--- src/rtl/multi_channel_debouncer.sv ---
// rtl/multi_channel_debouncer.sv - tick-sampled multi-channel switch debouncer with edge pulses
// Two-flop synchroniser, shared prescaler tick, and a per-channel STABLE/PENDING qualifier.
module multi_channel_debouncer #(
   parameter int                  CHANNELS     = 3,
   parameter int                  CLK_DIV      = 100000,
   parameter int                  STABLE_TICKS = 4,
   parameter logic [CHANNELS-1:0] RST_VALUE    = '0
) (
   input  logic                CLK,
   input  logic                RST,
   input  logic [CHANNELS-1:0] I,
   output logic [CHANNELS-1:0] D,
   output logic [CHANNELS-1:0] RISE,
   output logic [CHANNELS-1:0] FALL,
   output logic                TICK
);

   localparam int PW = (CLK_DIV > 1) ? $clog2(CLK_DIV) : 1;
   localparam int CW = $clog2(STABLE_TICKS) + 1;
   localparam logic [PW-1:0] P_LAST = PW'(CLK_DIV - 1);
   localparam logic [CW-1:0] C_LAST = CW'(STABLE_TICKS - 1);

   typedef enum logic {ST_STABLE, ST_PENDING} state_t;

   logic [CHANNELS-1:0] s1;
   logic [CHANNELS-1:0] s;
   logic [PW-1:0]       p;
   state_t              state_q [CHANNELS];
   state_t              state_d [CHANNELS];
   logic [CW-1:0]       cnt_q   [CHANNELS];
   logic [CW-1:0]       cnt_d   [CHANNELS];
   logic [CHANNELS-1:0] accept;
   logic [CHANNELS-1:0] d_next;
   logic [CHANNELS-1:0] rise_d;
   logic [CHANNELS-1:0] fall_d;

   always_ff @(posedge CLK) begin
      if (RST) begin
         s1 <= RST_VALUE;
         s  <= RST_VALUE;
         p  <= '0;
      end else begin
         s1 <= I;
         s  <= s1;
         p  <= (p == P_LAST) ? '0 : p + 1'b1;
      end
   end

   assign TICK = (p == P_LAST);

   always_ff @(posedge CLK) begin
      if (RST) begin
         D    <= RST_VALUE;
         RISE <= '0;
         FALL <= '0;
         for (int n = 0; n < CHANNELS; n++) begin
            state_q[n] <= ST_STABLE;
            cnt_q[n]   <= '0;
         end
      end else begin
         D    <= d_next;
         RISE <= rise_d;
         FALL <= fall_d;
         for (int n = 0; n < CHANNELS; n++) begin
            state_q[n] <= state_d[n];
            cnt_q[n]   <= cnt_d[n];
         end
      end
   end

   // Outside tick cycles everything holds except the edge pulses, which drop to 0.
   always_comb begin
      for (int n = 0; n < CHANNELS; n++) begin
         state_d[n] = state_q[n];
         cnt_d[n]   = cnt_q[n];
         accept[n]  = 1'b0;
         d_next[n]  = D[n];
         rise_d[n]  = 1'b0;
         fall_d[n]  = 1'b0;
         if (TICK) begin
            case (state_q[n])
               ST_STABLE: begin
                  if (s[n] != D[n]) begin
                     if (STABLE_TICKS == 1) begin
                        accept[n] = 1'b1;
                        cnt_d[n]  = '0;
                     end else begin
                        state_d[n] = ST_PENDING;
                        cnt_d[n]   = CW'(1);
                     end
                  end else begin
                     cnt_d[n] = '0;
                  end
               end
               ST_PENDING: begin
                  if (s[n] == D[n]) begin
                     state_d[n] = ST_STABLE;
                     cnt_d[n]   = '0;
                  end else if (cnt_q[n] == C_LAST) begin
                     accept[n]  = 1'b1;
                     state_d[n] = ST_STABLE;
                     cnt_d[n]   = '0;
                  end else begin
                     cnt_d[n] = cnt_q[n] + 1'b1;
                  end
               end
            endcase
         end
         if (accept[n]) begin
            d_next[n] = s[n];
            rise_d[n] = s[n];
            fall_d[n] = ~s[n];
         end
      end
   end

endmodule
--- config.mk ---
export PLATFORM = sky130hd
export DESIGN_NAME = multi_channel_debouncer
export DESIGN_NICKNAME = d
export VERILOG_FILES = /design/src/rtl/multi_channel_debouncer.sv
export SDC_FILE = /design/constraint.sdc
export NUM_CORES = 1
export LEC_CHECK = 0
export CAP_MARGIN = 25
export CORE_UTILIZATION = 60
export DETAILED_ROUTE_END_ITERATION = 16
export PLACE_DENSITY = 0.94
export SETUP_SLACK_MARGIN = 0.1
export SLEW_MARGIN = 15
export SYNTH_ARGS = -nofsm -noshare
export SYNTH_HDL_FRONTEND = slang
export SYNTH_SLANG_ARGS = --single-unit
export TNS_END_PERCENT = 20
--- constraint.sdc ---
create_clock -name CLK -period 4.3 [get_ports CLK]
set_input_delay 0.645 -clock CLK [delete_from_list [all_inputs] [get_ports CLK]]
set_output_delay 0.645 -clock CLK [all_outputs]
set_load 0.005 [all_outputs]
==> results.md <==
* Worst hold path class: reg2reg
* Max-capacitance violation count at 0
* Worst path max stage delay at 0.67 ns
* Reg area at 881 µm²
* Vias per cell at 5.77
* CORE AREA at 2780 µm²
* Synth Net Count at 209
* Pleak at 0.708 nW
* Remaining global-route overflow at 0
* Area of placed instances at 1920 µm²
* Longest Clk Path Bufs at 2
* Final worst path period share at 0.778
* Root buffer cell: clkbuf_4
* Avg WL per Cell at 12.2 µm
* Leading cell types in the layout, fill and taps excluded: 44 x dfxtp_1, 21 x nand2_1, 18 x nor2_1
* Actual slew at the worst max-slew pin at 0.822 ns
* Post-synthesis compound-gate area fraction at 0.0560
* Simple-Gate Fraction of Synth Area at 0.298
* GRT Util Overall at 0.213
* Final non-filler cell total at 244
* FP Rows at 19
* DRT Pass-1 Iters at 4
* Critical R2R Capture: p[15]$_SDFF_PP0_
* Synth Cell Area at 1790 µm²
* Final Hold Viols at 0
* Largest family of logic cells by synthesized area: simple AND/OR/NAND/NOR gates
* Total negative slack at 0 ns
* Ports at 15
* Worst EP arrival at 2.70 ns
* Post-synthesis sequential area ratio at 0.493
* Synth Instances at 200
* # fillers at 206
* Setup Buffers After CTS at 0
* Avg Cell Area, Syn at 8.94 µm²
* # setup viols final at 0
* Fmax at 0.299 GHz
* Total power at 0.705 mW
* Post-synthesis adder-cell area fraction at 0.0280
* Global-route wire length before repair at 5170 µm
* Crit. Startpoint: p[5]$_SDFF_PP0_
* Area grow syn2layout at 12.4%
* Quantity of gates resized following cts at 0
* Commonest non-fill, non-tap cell in the layout: dfxtp_1
* Area of the multi-input gates at 841 µm²
* Placed Cells at 236
* DRT Wirelength at 2970 µm
* Number of flops mapped to enable cells by yosys at 0
* Synth Area in XOR/XNOR at 0.0882
* Initial Utilization at 0.643
* #FFs+latches synth at 44
* Clock sink total at 44
* Initial DRC count at 46
* CP Cell Sequence: or4b_1, or4_4, inv_2, clkdlybuf4s50_1
* Worst reg2reg setup slack at 1.95 ns
* Crit-path max FO at 20
* Number of global-route vias before repair at 1248
* # diodes at 0
* Worst skew pair latency at 0.36 ns
* Tmin final at 3.35 ns
* WHS Path Cells at 1
* Synth async-reset ratio at 0
* Top FF cell, synth: dfxtp_1
* Pin count of the biggest net entering global routing at 26
* Port bufs at 14
* Worst Setup End Kind: output pin
* DP HPWL at 2040 µm
* Register clock-pin slew on the reported worst setup and hold paths at 0.13 ns
* Setup repair after global routing missed its margin: false
* Slowest-stage cell, CP: or4_4
* Fraction of synthesized area in multiplexers at 0
* CP Data Required Time at 3.65 ns
* Die area at 3200 µm²
* Max-slew violation count at 0
* Via count at 1408
* TritonCTS clock tree: done
* Final antenna-violating net count at 0
* Design area at 2010 µm²
* Cell area power density at 351 nW/µm²
* NumNets Final at 221
* Hold endpoint: s[1]$_SDFF_PP0_
* CP startpoint kind: register
* R2r worst-path depth at 4
* GP Congestion at 0.867
* Status: finished, final reports clean
* DRC errors left at 0
* Hold buffer count at cts at 0
* Worst R2R Start: p[5]$_SDFF_PP0_
* Crit Path Category: reg2out
* Unique masters post-synth at 32
* Die height at 56.6 µm
* Yosys Warn Count at 0
* Initial antenna violation count at 0
* Cts bufs inserted at 5
* Worst Skew at 0.0214 ns
* Slew headroom at 0.450
* Share of cells above drive strength 1 at 0.0469
* Maximum vdd drop at 0.311 mV
* Final core occ at 0.722
* Die Wd at 56.6 µm
* H-tree depth at 2
* Worst hold start: s1[1]$_SDFF_PP0_
[worst max path at each step]
stage               slack (ns)  endpoint
floorplan                 1.96      TICK
global placement          1.40      TICK
detailed placement        1.37      TICK
CTS                       0.96      TICK
global route              0.79      TICK
finish                    0.95      TICK
[metrics by stage]
step / hold WS, ns / setup WS, ns
4_1_cts: 0.459 / 0.964
2_1_floorplan: 0.414 / 1.96
3_3_place_gp: 0.417 / 1.40
3_5_place_dp: 0.430 / 1.37
5_1_grt: 0.466 / 0.789
6_report: 0.456 / 0.954
[where the power goes]
group | internal (mW) | total (mW) | switching, mW
combinational | 0.00774 | 0.0177 | 0.00991
sequential | 0.413 | 0.417 | 0.00421
clock | 0.139 | 0.271 | 0.132
total | 0.560 | 0.705 | 0.146
[cells by family (layout without fill, tap and decap cells)]
kind of cell	after synthesis	count (layout)
and+or+nand+nor	100	100
DFF	44	44
AOI/OAI and AO/OA	20	20
xor gates and xnor gates	18	18
buffers and inverters	14	27
adders and majority gates	4	4
[final cells by class]
type	count	share of cell area
Tap cell	31	0.0193
Inverter	5	0.00934
Timing Repair Buffer	14	0.0697
Multi-Input combinational cell	142	0.418
Sequential cell	44	0.438
Clock buffer	6	0.0255
Clock inverter	2	0.0193
[flip-flops by register name, indices dropped and copies added, names as in the netlist]
register,cells
s,3
cnt_q,9
state_q,3
D,3
s1,3
RISE,3
FALL,3
p,17
[worst max-delay path, delay by kind of cell (launching register included)]
family | cells | cell delay, ns
AND/OR/NAND/NOR | 2 | 1.18
buffers and inverters | 2 | 0.77
flip-flops | 1 | 0.38
[per-layer routing]
layer	track usage	vias up	part of all wire	wire length [µm]
met2	0.326	34	0.44	1310
met4	0.153	0	0.026	78
met3	0.0576	8	0.049	145
met5	0	-	0	0
li1	-	712	-	-
met1	0.256	654	0.48	1430
[synthesized netlist by cell type (2+ instances only)]
cell      number  share of area
nor2b_1       10          0.035
xnor2_1       11          0.054
nand2_1       21          0.044
o21ai_0        8          0.022
inv_1          4         0.0084
buf_2          2         0.0056
ha_1           4          0.028
nor4_1         7          0.024
a21oi_1       12          0.034
or3_1          3          0.010
nand3_1       10          0.028
nor2_1        18          0.038
and2_1         2         0.0070
nor3_1         5          0.014
and3b_1        3          0.015
clkbuf_1       4         0.0084
nand4_1       11          0.038
dfxtp_1       44           0.49
xor2_1         7          0.034
nand2b_1       2         0.0070
(Power assumes the default switching activity.)
